`src/rtl/skin_centroid_tracker.sv`:
```
// skin_centroid_tracker: streaming R-G skin mask plus per-frame centroid.
// First moments are accumulated over each frame. At end of frame a single
// shared restoring divider produces cen_x, cen_y and the skin pixel count.
// Optional macro SKIN_BBOX_EN adds per-frame bounding-box outputs.
module skin_centroid_tracker #(
    parameter int H_ACTIVE  = 640,
    parameter int V_ACTIVE  = 480,
    parameter int DATA_W    = 8,
    parameter int MIN_COUNT = 64,
    localparam int X_W      = $clog2(H_ACTIVE),
    localparam int Y_W      = $clog2(V_ACTIVE),
    localparam int CNT_W    = $clog2(H_ACTIVE*V_ACTIVE+1)
) (
    input  logic                     clock,
    input  logic                     reset,
    input  logic                     pix_valid,
    input  logic                     sof,
    input  logic [DATA_W-1:0]        R,
    input  logic [DATA_W-1:0]        G,
    input  logic [DATA_W-1:0]        B,
    input  logic signed [DATA_W:0]   thr_lo,
    input  logic signed [DATA_W:0]   thr_hi,
    output logic                     mask,
    output logic                     mask_valid,
    output logic [X_W-1:0]           cen_x,
    output logic [Y_W-1:0]           cen_y,
    output logic [CNT_W-1:0]         pix_count,
    output logic                     found,
    output logic                     result_valid,
    output logic                     busy,
    output logic                     frame_drop
`ifdef SKIN_BBOX_EN
    ,
    output logic [X_W-1:0]           bb_xmin,
    output logic [X_W-1:0]           bb_xmax,
    output logic [Y_W-1:0]           bb_ymin,
    output logic [Y_W-1:0]           bb_ymax
`endif
);
    localparam int SX_W   = X_W + CNT_W;
    localparam int SY_W   = Y_W + CNT_W;
    localparam int DIV_W  = (SX_W > SY_W) ? SX_W : SY_W;
    localparam int STEP_W = $clog2(DIV_W);

    localparam logic [X_W-1:0]    COL_LAST = X_W'(H_ACTIVE-1);
    localparam logic [Y_W-1:0]    ROW_LAST = Y_W'(V_ACTIVE-1);
    localparam logic [CNT_W:0]    MIN_CNT  = (CNT_W+1)'(MIN_COUNT);
    localparam logic [STEP_W-1:0] X_LAST   = STEP_W'(SX_W-1);
    localparam logic [STEP_W-1:0] Y_LAST   = STEP_W'(SY_W-1);

    localparam logic [2:0] S_IDLE  = 3'd0;
    localparam logic [2:0] S_CHECK = 3'd1;
    localparam logic [2:0] S_DIV_X = 3'd2;
    localparam logic [2:0] S_DIV_Y = 3'd3;
    localparam logic [2:0] S_DONE  = 3'd4;

    // One restoring step: shift in a dividend bit, subtract if it fits.
    // Returns {quotient bit, new remainder}.
    function automatic logic [CNT_W:0] div_step(input logic [CNT_W-1:0] r,
                                                input logic b,
                                                input logic [CNT_W-1:0] d);
        logic [CNT_W:0] t;
        t = {r, b};
        if (t >= {1'b0, d}) div_step = {1'b1, CNT_W'(t - {1'b0, d})};
        else                div_step = {1'b0, t[CNT_W-1:0]};
    endfunction

    logic [X_W-1:0]           col, pix_col;
    logic [Y_W-1:0]           row, pix_row;
    logic                     at_origin, last_col, last_row, eof, skin;
    logic signed [DATA_W:0]   thr_lo_q, thr_hi_q, lo_eff, hi_eff, diff;
    logic [SX_W-1:0]          sum_x, sum_x_nxt, div_sx;
    logic [SY_W-1:0]          sum_y, sum_y_nxt, div_sy;
    logic [CNT_W-1:0]         cnt, cnt_nxt, div_cnt, rem;
    logic [2:0]               state;
    logic                     hit;
    logic [DIV_W-1:0]         dvd, dvd_shift;
    logic [STEP_W-1:0]        step;
    logic [CNT_W:0]           step_res;
    logic [X_W-1:0]           qx;
    logic [Y_W-1:0]           qy;
    logic                     unused_b;

    // B is reserved for future colour modes.
    assign unused_b  = ^B;

    // sof relocates the current pixel to (0,0) regardless of the counters.
    assign pix_col   = sof ? '0 : col;
    assign pix_row   = sof ? '0 : row;
    assign at_origin = (pix_col == '0) && (pix_row == '0);
    assign last_col  = (pix_col == COL_LAST);
    assign last_row  = (pix_row == ROW_LAST);
    assign eof       = pix_valid && last_col && last_row;

    // The origin pixel is judged against the thresholds it latches.
    assign lo_eff    = at_origin ? thr_lo : thr_lo_q;
    assign hi_eff    = at_origin ? thr_hi : thr_hi_q;
    assign diff      = $signed({1'b0, R}) - $signed({1'b0, G});
    assign skin      = pix_valid && (diff > lo_eff) && (diff < hi_eff);

    assign busy      = (state != S_IDLE);
    assign step_res  = div_step(rem, dvd[DIV_W-1], div_cnt);
    assign dvd_shift = {dvd[DIV_W-2:0], step_res[CNT_W]};

    // Moment update for this pixel; sof drops any partial frame first.
    always_comb begin
        sum_x_nxt = sof ? '0 : sum_x;
        sum_y_nxt = sof ? '0 : sum_y;
        cnt_nxt   = sof ? '0 : cnt;
        if (skin) begin
            sum_x_nxt = sum_x_nxt + SX_W'(pix_col);
            sum_y_nxt = sum_y_nxt + SY_W'(pix_row);
            cnt_nxt   = cnt_nxt + 1'b1;
        end
    end

    // Position counters advance only on accepted pixels.
    always_ff @(posedge clock) begin
        if (reset) begin
            col <= '0;
            row <= '0;
        end else if (pix_valid) begin
            if (last_col) begin
                col <= '0;
                row <= last_row ? '0 : pix_row + 1'b1;
            end else begin
                col <= pix_col + 1'b1;
                row <= pix_row;
            end
        end
    end

    // Thresholds are frozen for the frame at every accepted origin pixel.
    always_ff @(posedge clock) begin
        if (reset) begin
            thr_lo_q <= '0;
            thr_hi_q <= '0;
        end else if (pix_valid && at_origin) begin
            thr_lo_q <= thr_lo;
            thr_hi_q <= thr_hi;
        end
    end

    // Registered mask; holds its value across pixel gaps.
    always_ff @(posedge clock) begin
        if (reset) begin
            mask       <= 1'b0;
            mask_valid <= 1'b0;
        end else begin
            mask_valid <= pix_valid;
            if (pix_valid) mask <= skin;
        end
    end

    // Frame accumulators: cleared at EOF whether or not the frame is kept.
    always_ff @(posedge clock) begin
        if (reset || eof) begin
            sum_x <= '0;
            sum_y <= '0;
            cnt   <= '0;
        end else if (pix_valid) begin
            sum_x <= sum_x_nxt;
            sum_y <= sum_y_nxt;
            cnt   <= cnt_nxt;
        end
    end

    // Snapshot, shared divider FSM and result registers. Rejected frames
    // publish straight out of CHECK; valid ones publish out of DONE.
    always_ff @(posedge clock) begin
        if (reset) begin
            state        <= S_IDLE;
            hit          <= 1'b0;
            div_sx       <= '0;
            div_sy       <= '0;
            div_cnt      <= '0;
            dvd          <= '0;
            rem          <= '0;
            step         <= '0;
            qx           <= '0;
            qy           <= '0;
            cen_x        <= '0;
            cen_y        <= '0;
            pix_count    <= '0;
            found        <= 1'b0;
            result_valid <= 1'b0;
            frame_drop   <= 1'b0;
        end else begin
            result_valid <= 1'b0;
            frame_drop   <= eof && busy;
            if (eof && !busy) begin
                div_sx  <= sum_x_nxt;
                div_sy  <= sum_y_nxt;
                div_cnt <= cnt_nxt;
            end
            case (state)
                S_IDLE: if (eof) state <= S_CHECK;
                S_CHECK: begin
                    if (({1'b0, div_cnt} < MIN_CNT) || (div_cnt == '0)) begin
                        hit          <= 1'b0;
                        pix_count    <= div_cnt;
                        found        <= 1'b0;
                        result_valid <= 1'b1;
                        state        <= S_DONE;
                    end else begin
                        hit   <= 1'b1;
                        dvd   <= DIV_W'(div_sx) << (DIV_W - SX_W);
                        rem   <= '0;
                        step  <= '0;
                        state <= S_DIV_X;
                    end
                end
                S_DIV_X: begin
                    rem  <= step_res[CNT_W-1:0];
                    step <= step + 1'b1;
                    dvd  <= dvd_shift;
                    if (step == X_LAST) begin
                        qx    <= dvd_shift[X_W-1:0];
                        dvd   <= DIV_W'(div_sy) << (DIV_W - SY_W);
                        rem   <= '0;
                        step  <= '0;
                        state <= S_DIV_Y;
                    end
                end
                S_DIV_Y: begin
                    rem  <= step_res[CNT_W-1:0];
                    step <= step + 1'b1;
                    dvd  <= dvd_shift;
                    if (step == Y_LAST) begin
                        qy    <= dvd_shift[Y_W-1:0];
                        state <= S_DONE;
                    end
                end
                S_DONE: begin
                    if (hit) begin
                        cen_x        <= qx;
                        cen_y        <= qy;
                        pix_count    <= div_cnt;
                        found        <= 1'b1;
                        result_valid <= 1'b1;
                    end
                    state <= S_IDLE;
                end
                default: state <= S_IDLE;
            endcase
        end
    end

`ifdef SKIN_BBOX_EN
    logic [X_W-1:0] bx_min, bx_max, bx_min_nxt, bx_max_nxt, snap_xmin, snap_xmax;
    logic [Y_W-1:0] by_min, by_max, by_min_nxt, by_max_nxt, snap_ymin, snap_ymax;

    // Bounding-box update; trackers restart at the origin pixel.
    always_comb begin
        bx_min_nxt = at_origin ? COL_LAST : bx_min;
        bx_max_nxt = at_origin ? '0 : bx_max;
        by_min_nxt = at_origin ? ROW_LAST : by_min;
        by_max_nxt = at_origin ? '0 : by_max;
        if (skin) begin
            if (pix_col < bx_min_nxt) bx_min_nxt = pix_col;
            if (pix_col > bx_max_nxt) bx_max_nxt = pix_col;
            if (pix_row < by_min_nxt) by_min_nxt = pix_row;
            if (pix_row > by_max_nxt) by_max_nxt = pix_row;
        end
    end

    // Per-frame box trackers.
    always_ff @(posedge clock) begin
        if (reset) begin
            bx_min <= '0;
            bx_max <= '0;
            by_min <= '0;
            by_max <= '0;
        end else if (pix_valid) begin
            bx_min <= bx_min_nxt;
            bx_max <= bx_max_nxt;
            by_min <= by_min_nxt;
            by_max <= by_max_nxt;
        end
    end

    // Box snapshot at EOF and publication alongside the centroid.
    always_ff @(posedge clock) begin
        if (reset) begin
            snap_xmin <= '0;
            snap_xmax <= '0;
            snap_ymin <= '0;
            snap_ymax <= '0;
            bb_xmin   <= '0;
            bb_xmax   <= '0;
            bb_ymin   <= '0;
            bb_ymax   <= '0;
        end else begin
            if (eof && !busy) begin
                snap_xmin <= bx_min_nxt;
                snap_xmax <= bx_max_nxt;
                snap_ymin <= by_min_nxt;
                snap_ymax <= by_max_nxt;
            end
            if (state == S_DONE && hit) begin
                bb_xmin <= snap_xmin;
                bb_xmax <= snap_xmax;
                bb_ymin <= snap_ymin;
                bb_ymax <= snap_ymax;
            end
        end
    end
`endif

endmodule

```
`config.mk`:
```
export PLATFORM = sky130hd
export DESIGN_NAME = skin_centroid_tracker
export DESIGN_NICKNAME = d
export VERILOG_FILES = /design/src/rtl/skin_centroid_tracker.sv
export SDC_FILE = /design/constraint.sdc
export NUM_CORES = 1
export LEC_CHECK = 0
export BUFFER_PORTS_ARGS = -buffer_cell sky130_fd_sc_hd__buf_2
export CORE_AREA = 2 2 207 209
export DETAILED_ROUTE_END_ITERATION = 10
export DIE_AREA = 0 0 209 211
export SLEW_MARGIN = 5
export SYNTH_ARGS = -nofsm -noshare
export SYNTH_HDL_FRONTEND = slang
export SYNTH_SLANG_ARGS = --single-unit
```
`constraint.sdc`:
```
create_clock -name clock -period 15.8 [get_ports clock]
set_input_delay 3.16 -clock clock [delete_from_list [all_inputs] [get_ports clock]]
set_output_delay 3.16 -clock clock [all_outputs]
set_load 0.1 [all_outputs]
```
==> results of run 1 <==
## flip-flops by register name, summed over array words and instances (netlist names), 3 cells and up
| name | count |
|---|---|
| sum_y | 28 |
| step | 5 |
| thr_lo_q | 9 |
| dvd | 29 |
| rem | 19 |
| state | 3 |
| cen_x | 10 |
| qy | 9 |
| pix_count | 19 |
| div_sx | 29 |
| thr_hi_q | 9 |
| cnt | 19 |
| sum_x | 29 |
| col | 10 |
| row | 9 |
| qx | 10 |
| cen_y | 9 |
| div_sy | 28 |
| div_cnt | 19 |
## layout make-up
cell class | instances | share of cell area [%]
Tap cell | 539 | 3.65
Sequential cell | 308 | 33.4
Clock inverter | 11 | 0.968
Inverter | 70 | 1.42
Multi-Input combinational cell | 1571 | 51.8
Timing Repair Buffer | 103 | 3.12
Clock buffer | 52 | 5.74
## worst paths after layout
check,start,to,slack (ns),depth (start not counted)
max,sof,div_sx[14],7.46,17
min,pix_count[9],pix_count[9],0.44,2
min reg2reg,pix_count[9],pix_count[9],0.44,2
max reg2reg,row[4],div_sx[14],10.21,14
## metrics by stage
stage | area (um2) | power, mW | std cells
final | 18500 | 1.84 | 2654
after detailed placement | 17200 | 0.985 | 2591
after global routing | 18500 | 1.91 | 2654
after global placement | 17200 | 0.983 | 2591
after CTS | 18500 | 1.86 | 2654
after floorplan | 16500 | 0.933 | 2083
## tightest hold or removal path, cell delays in order, from the launching register on
cell                      delay, ns
sky130_fd_sc_hd__dfxtp_1       0.30
sky130_fd_sc_hd__nand2_1       0.05
sky130_fd_sc_hd__a21oi_1       0.05
## kinds of logic after synthesis
family | synth area share, %
flip-flops | 37.4
multiplexers | 4.43
adder cells (fa/ha/maj) | 5.79
AO/OA/AOI/OAI | 19.6
AND/OR/NAND/NOR | 24.0
XOR/XNOR | 3.98
buffers and inverters | 4.85
## cell usage in the layout (no fill, tap or decap), drive strengths merged, types with 6 or more instances in the layout
cell      n
and2     10
a311oi   32
dfxtp   308
mux2i    64
o21bai    8
and3     30
a221oi   16
nand3    54
a211oi   69
nand2b   13
o21a      6
xor2     30
nand3b    6
ha       70
nand4    37
a41oi     8
xnor2    45
or3       9
and4     10
a31oi    26
a21oi   185
inv      71
mux2      8
nor2    215
a22oi    11
clkbuf   52
nor4     12
a21o     14
nand2   332
buf     103
o21ai    95
nor2b    60
nor3     33
## routing by layer
layer  GRT usage, %  wire (um)  vias to the layer above
met5              0          0                        -
met4           6.03       1050                        0
met3           2.71       1970                       67
met2           34.1      20700                      326
met1           26.3      20700                     7057
li1               -          -                     7361
## power by group through the flow
stage / Sequential [mW] / Combinational [mW] / Clock, mW
4_1_cts: 0.790 / 0.178 / 0.889
3_3_place_gp: 0.807 / 0.175 / 0
6_report: 0.791 / 0.178 / 0.872
3_5_place_dp: 0.808 / 0.178 / 0
2_1_floorplan: 0.809 / 0.124 / 0
5_1_grt: 0.791 / 0.195 / 0.920
==> results summary, run 1 <==
The flow ran to the end, and the final reports show no timing, DRC or antenna violations. The tightest hold margin came out at 0.445 ns. The die boundary width came out at 209 um. The area occupied by multi-input gates is 9570 um2.

The post-placement worst setup slack is 6.97 ns. The number of antenna violations at the first check in global routing is 0. The number of inserted filler cells in the final layout is 4136.

The number of global-route vias before repair was 13800. The total grt overflow is 0. Relative to the synthesized area, the layout overhead comes to 12.0%. The critical path contains buffers and inverters numbering 3 combined. The required time of the critical path came out at 16.25 ns.

The initial detailed-routing violation count came out at 1074. The area share of the leading cell type in the synthesized netlist is 37.4%. The number of placement rows came out at 75. The number of hold-repair buffers added at the cts stage came out at 0. The count of H-tree levels built during CTS is 2.

Setup repair after global routing left no endpoint under its margin. The minimum clock period after layout is 8.34 ns. For this run, the post-layout net count is 2210. For this design the top-level I/O count stands at 90. The share of layout cells above drive strength 1 came out at 9.46%. At the pin with the least slew margin, the transition time is 1.22 ns. The switching portion of total power is 25.6%. IR analysis of the VDD net gives a maximum drop of 0.0563 mV. The net count of the mapped netlist came out at 2203.

The largest incremental delay on the critical path is 0.89 ns. The type of the worst min-delay path is flop to flop. The kind of cell with the highest combined delay along the critical path is simple AND/OR/NAND/NOR gates. sky130_fd_sc_hd__nand2_1 is the most common cell in the netlist. Based on the critical path, the design can be clocked at up to 120 MHz. The post-synthesis instance area came out at 16500 um2. The worst setup path is of the primary input to flop kind. The final hold violation count is 0.

The total number of vias is 14800. The count of cell types in the netlist came out at 80. The floorplan die area is 44100 um2. The final antenna-violating net count is 0. The worst-path maximum fanout is 43. The register share of total power is 43.0%. The chip height came out at 211 um.

The initial utilization of the core area, before any placement, comes to 39.5%. The headroom to the max-slew limit came out at 18.9%. The clock insertion delay at the later pin of the skew report came out at 0.56 ns. 0 antenna diodes ended up in the layout. Summing the sequential cell areas from Yosys gives 37.4% of the chip area. Yosys mapped a number of flops with a built-in enable equal to 0. The via density per instance came out at 5.58. In the final routed layout, each cell accounts on average for 16.7 um. The post-cts repair resize count came out at 0. The part of the total power dissipated in combinational logic is 9.7%. In this run the clock root is driven by a sky130_fd_sc_hd__clkbuf_16.

In this run, the clock network consumes 47.4% of the power. Counting instances in the post-synthesis netlist gives the leading cell types as 331 x sky130_fd_sc_hd__nand2_1, 308 x sky130_fd_sc_hd__dfxtp_1, 215 x sky130_fd_sc_hd__nor2_1. The critical path goes through buf_2, inv_2, nand2_1, ha_1, nand2_1, nor2_2, mux2i_1, ha_1, a211oi_1, o21ai_0, a21oi_1, o22ai_4, nor3_4, buf_4, and3_1, mux2_1, a211oi_1.

Ranked by total cell area, the synthesized netlist is headed by sky130_fd_sc_hd__dfxtp_1 37%, sky130_fd_sc_hd__nand2_1 7.5%, sky130_fd_sc_hd__a21oi_1 5.6%. The library cell contributing the largest single delay on the critical path is sky130_fd_sc_hd__nor2_2. The final standard cell utilization of the core is 44.3%.

The number of cells produced by synthesis is 2083. The maximum clock path buffer count is 3. The final setup skew came out at 0.0322 ns.

The first global-routing pass estimated 71800 um of wire. Once detailed placement completed, the half-perimeter wirelength came to 29900 um. The detailed-route wire length came out at 44400 um. For this run, asynchronously set or reset flops after synthesis account for 0%. The number of pins exceeding their max-slew limit in the final report came out at 0.

The pre-antenna-repair detailed-routing pass consisted of 6 iterations. In this run the static leakage power is 6.92 nW. The cell area power density is 99.6 nW/um2. The tool flagged a number of max-cap violations equal to 0. The clock buffer count from CTS is 36. The clock edge transition at the registers on the reported setup and hold paths came out at 0.06 ns. The final period utilization came out at 52.8%. Global routing used 20.0% of the available tracks across all layers. The number of buffers inserted to repair setup after CTS came out at 0.

At the worst endpoint, the arrival time is 8.79 ns. The largest net degree at the start of global routing came out at 95. The number of flip-flops and latches in the synthesized netlist came out at 308.

At the end of routability-driven placement, the weighted congestion stood at 0.855. The worst setup path is launched from a primary input. For this run, design rule violations remaining after detail routing come to 0. The net switching power figure came out at 471 uW. The worst-case setup margin in the final layout came out at 7.46 ns.

The most used flip-flop cell after synthesis is sky130_fd_sc_hd__dfxtp_1. Dividing the synthesized area by the synthesized cell count gives 7.92 um2. The design internal power is 1.37 mW. The core box area came out at 41800 um2. In this run the tool buffered the top-level ports with 81 buffer cells. The total of endpoints with negative setup slack in the final report is 0. Adding up every negative setup slack in the final design gives 0 ns. TritonCTS built the clock tree. The sequential cells in the finished layout cover a total of 6170 um2.

The worst setup path is captured at a flop. The largest area contributor in the netlist is sky130_fd_sc_hd__dfxtp_1. CTS saw 308 sinks. The Yosys step of the flow raised 0 warnings.
(Power assumes the default switching activity.)
==> inputs of run 2 (changes only) <==
--- a/config.mk
+++ b/config.mk
@@ -5,10 +5,11 @@
 export SDC_FILE = /design/constraint.sdc
 export NUM_CORES = 1
 export LEC_CHECK = 0
+export ABC_AREA = 1
 export BUFFER_PORTS_ARGS = -buffer_cell sky130_fd_sc_hd__buf_2
-export CORE_AREA = 2 2 207 209
+export CORE_AREA = 2 2 222 224
 export DETAILED_ROUTE_END_ITERATION = 10
-export DIE_AREA = 0 0 209 211
+export DIE_AREA = 0 0 224 226
 export SLEW_MARGIN = 5
 export SYNTH_ARGS = -nofsm -noshare
 export SYNTH_HDL_FRONTEND = slang
==> constraint.sdc (replaced) <==
create_clock -name clock -period 8.34 [get_ports clock]
set_input_delay 1.668 -clock clock [delete_from_list [all_inputs] [get_ports clock]]
set_output_delay 1.668 -clock clock [all_outputs]
set_load 0.1 [all_outputs]
==> run 2 against run 1 <==
Combinational power rose to 4.2 times the previous value. First-iteration DRC count is 31% higher. Largest power group unchanged. Worst hold slack got worse by 0.0041 ns. Highest routed layer is now met5. Critical path type unchanged. Clock-buffer cell count increased by 4. Register-to-register slack worse by 6.8 ns.
==> results summary, run 2 <==
Summing over every cut layer, the via total after detailed routing is 19300. The floorplan step defined a die boundary enclosing 50600 um2. The detailed-route wire length came out at 57600 um. The final antenna diode count is 0. The worst register-to-register path ends at div_sy[7]. TritonCTS built the clock tree.

The area share of the leading cell type in the synthesized netlist came out at 32.2%. The worst reg-to-reg path cell count is 23. In the final layout, the registers with the most flip-flops are div_sx x29, dvd x29, sum_x x29.

The number of pins exceeding their max-slew limit in the final report is 0. The share of the Yosys chip area taken by registers is 32.2%. The wire length of the first global-routing pass is 92700 um. The average instance in the mapped netlist occupies 6.30 um2.

Port buffering added 81 buffers. The count of maximum capacitance violations came out at 0. Static timing analysis puts the maximum clock frequency at 151 MHz. The number of warnings issued by yosys came out at 0. The min-delay analysis places its worst path in the category flop to flop. Adding up every negative setup slack in the final design gives 0 ns.

In this run the critical register-to-register path is launched from row[0]. The final hold violation count was 0. STA puts the critical path data required time at 8.85 ns. The final antenna-violating net count is 0.

The worst setup slack for register-to-register paths is 3.37 ns. The chip height is 226 um. The met2 usage came out at 38.4%.

The total of endpoints with negative setup slack in the final report came out at 0. CTS saw 308 sinks. The largest net degree at the start of global routing came out at 89. The final period utilization came out at 79.3%. The final net count is 3146. For this run, asynchronously set or reset flops after synthesis account for 0%. The final standard cell utilization of the core came out at 43.8%.

The H-tree was split into 2 levels. The number of DRC violations after detailed routing is 0. Once the clock tree was built, the resizer swapped 0 gates to a different size. The headroom to the max-slew limit came out at 21.5%. The net count of the mapped netlist is 3153.

Of all nets on the critical path, the largest fanout is 77. The largest voltage drop on the vdd net came out at 0.114 mV. The starting density of the core is 39.6%.

The clock edge transition at the registers on the reported setup and hold paths is 0.06 ns. The number of buffers inserted to repair setup after CTS is 0. Compared with the post-synthesis result, the final layout area differs by 10.7%. For the final database, setup skew stands at 0.0174 ns. The number of enable flip-flop cells after synthesis is 0. The instance count along the most critical hold path is 2. The critical path in this run is classified as primary input to flop.

The number of cells produced by synthesis is 3033. The number of antenna violations at the first check in global routing came to 1. The wire length per cell came out at 15.7 um. In this run, synthesis produced a sequential element count of 308. The biggest area contributor in the post-synthesis netlist is sky130_fd_sc_hd__dfxtp_1. The maximum clock path buffer count is 3. The placed wire-length estimate after detailed placement came out at 38600 um. The number of hold-repair buffers added at the cts stage came out at 0. The count of cell types in the netlist is 42. The total grt overflow came out at 0.

In the synthesized netlist, the cells that appear most often are 675 x sky130_fd_sc_hd__nand2_1, 484 x sky130_fd_sc_hd__inv_1, 311 x sky130_fd_sc_hd__a21oi_1. Ranked by total cell area, the synthesized netlist is headed by sky130_fd_sc_hd__dfxtp_1 32%, sky130_fd_sc_hd__nand2_1 13%, sky130_fd_sc_hd__inv_1 9.5%. The number of detailed-routing iterations run before antenna repair is 6. The endpoint with the worst hold slack is cen_y[6]. The mapped netlist covers 19100 um2. Counting the buffers created by CTS gives 38.

The via density per instance came out at 5.27. For met3 alone, demand over resource in global routing was 3.62%. The worst setup path is captured at a flop.

The final RePlAce weighted congestion came out at 0.919. The post-route netlist has 6.06% of its cells at a drive strength greater than 1. Summed over all cells, the static leakage comes to 10.1 nW. The cell with the most instances after synthesis is sky130_fd_sc_hd__nand2_1. Setup repair after global routing left no endpoint under its margin. The die boundary width came out at 224 um.

The leading cell type in the layout, fill and taps excluded is sky130_fd_sc_hd__nand2_1. The tree is rooted in a sky130_fd_sc_hd__clkbuf_16. The worst hold path begins at cen_y[6]. The core region is 48300 um2. The number of placement rows came out at 81.

The overall fraction of global-route tracks in use came out at 22.4%. For this run, the leading register cell type out of synthesis is sky130_fd_sc_hd__dfxtp_1. The met1 track demand over resource came out at 28.9%. In the layout the commonest cells are 674 x sky130_fd_sc_hd__nand2_1, 482 x sky130_fd_sc_hd__inv_1, 310 x sky130_fd_sc_hd__a21oi_1, 308 x sky130_fd_sc_hd__dfxtp_1, 300 x sky130_fd_sc_hd__nor2_1. For the pin with the worst max-slew slack, the measured transition is 1.18 ns.

The run finished with clean final reports. The global-route layer with the greatest usage is met2. For this design the top-level I/O count stands at 90. The initial detailed-routing violation count is 1410. The worst endpoint data arrival time came out at 7.12 ns.

The cell area power density came out at 192 nW/um2. The number of global-route vias before repair is 18200. STA classifies the critical path startpoint as a primary input. The minimum clock period after layout came out at 6.62 ns. Clock latency on the worst-skew pair, taken at its later pin, is 0.56 ns.
==> run 2: cell types whose count changed after synthesis, moves of 29 or more <==
| cell | change |
|---|---|
| sky130_fd_sc_hd__nand4_1 | +59 |
| sky130_fd_sc_hd__mux2i_1 | -64 |
| sky130_fd_sc_hd__a21oi_1 | +126 |
| sky130_fd_sc_hd__nand2_1 | +344 |
| sky130_fd_sc_hd__a211oi_1 | -50 |
| sky130_fd_sc_hd__nand3_1 | +210 |
| sky130_fd_sc_hd__nor2_1 | +85 |
| sky130_fd_sc_hd__a311oi_1 | -32 |
| sky130_fd_sc_hd__o21ai_0 | +47 |
| sky130_fd_sc_hd__nor2b_1 | -60 |
| sky130_fd_sc_hd__inv_1 | +416 |
| sky130_fd_sc_hd__and3_1 | -29 |
==> run 2: worst max-delay path, cell delays in order <==
cell,delay (ns)
sky130_fd_sc_hd__buf_2,0.53
sky130_fd_sc_hd__inv_2,0.53
sky130_fd_sc_hd__o21ai_0,0.29
sky130_fd_sc_hd__nand2_1,0.09
sky130_fd_sc_hd__nor2_1,0.24
sky130_fd_sc_hd__nand2_2,0.37
sky130_fd_sc_hd__nand2_1,0.14
sky130_fd_sc_hd__o21ai_0,0.10
sky130_fd_sc_hd__ha_1,0.31
sky130_fd_sc_hd__a21oi_1,0.06
sky130_fd_sc_hd__nand3b_1,0.20
sky130_fd_sc_hd__a21oi_1,0.15
sky130_fd_sc_hd__nor2_1,0.08
sky130_fd_sc_hd__nand2_1,0.09
sky130_fd_sc_hd__nand2_2,0.56
sky130_fd_sc_hd__nand3_2,0.22
sky130_fd_sc_hd__buf_4,0.79
sky130_fd_sc_hd__nand2_1,0.18
sky130_fd_sc_hd__nand3_1,0.31
sky130_fd_sc_hd__nand2_1,0.08
sky130_fd_sc_hd__inv_1,0.05
==> run 2: layout make-up <==
type / instances / area [um2]
Clock buffer: 56 / 1140
Clock inverter: 10 / 200
Fill cell: 5074 / 27200
Inverter: 491 / 1840
Multi-Input combinational cell: 2085 / 10500
Sequential cell: 308 / 6170
Tap cell: 622 / 778
Timing Repair Buffer: 102 / 568
==> run 2: cell families (layout without fill, tap and decap cells) <==
family                   Yosys count  in the layout  share of synthesized area [%]
adder cells (fa/ha/maj)           74             74                           5.00
AND/OR/NAND/NOR                 1402           1402                           31.5
XOR/XNOR                          67             67                           3.07
buffers and inverters            640            659                           13.1
flip-flops                       308            308                           32.2
AO/OA/AOI/OAI                    542            542                           15.1
==> run 2: how the worst max path moves through the flow <==
stage	start	to	slack [ns]	cells after the start
final	sof	div_sy[7]	1.72	21
after global routing	sof	div_sy[7]	1.30	20
after CTS	sof	div_sy[7]	1.90	21
after detailed placement	sof	div_sy[7]	1.32	21
after global placement	sof	div_sy[7]	1.28	21
after floorplan	sof	sum_x[0]	2.62	26
==> run 2: layer usage <==
metal  up-vias  wire (um)
met2       532      26500
met4         2       1470
li1       9762          -
met5         -         13
met3       111       3800
met1      8941      25800
==> run 2: power by group <==
group	switching, mW	total [mW]	internal [mW]
Combinational	0.592	0.747	0.155
Clock	0.666	1.77	1.10
Sequential	0.0265	1.56	1.53
==> run 2: through the flow <==
step	setup WS, ns	area, um2	total power, mW	cells	hold slack (ns)
3_3_place_gp	1.28	19800	2.31	3608	0.431
3_5_place_dp	1.32	19800	2.33	3608	0.434
6_report	1.72	21200	4.07	3674	0.441
4_1_cts	1.90	21200	4.10	3674	0.443
2_1_floorplan	2.62	19100	2.17	3033	0.430
5_1_grt	1.30	21200	4.23	3674	0.454
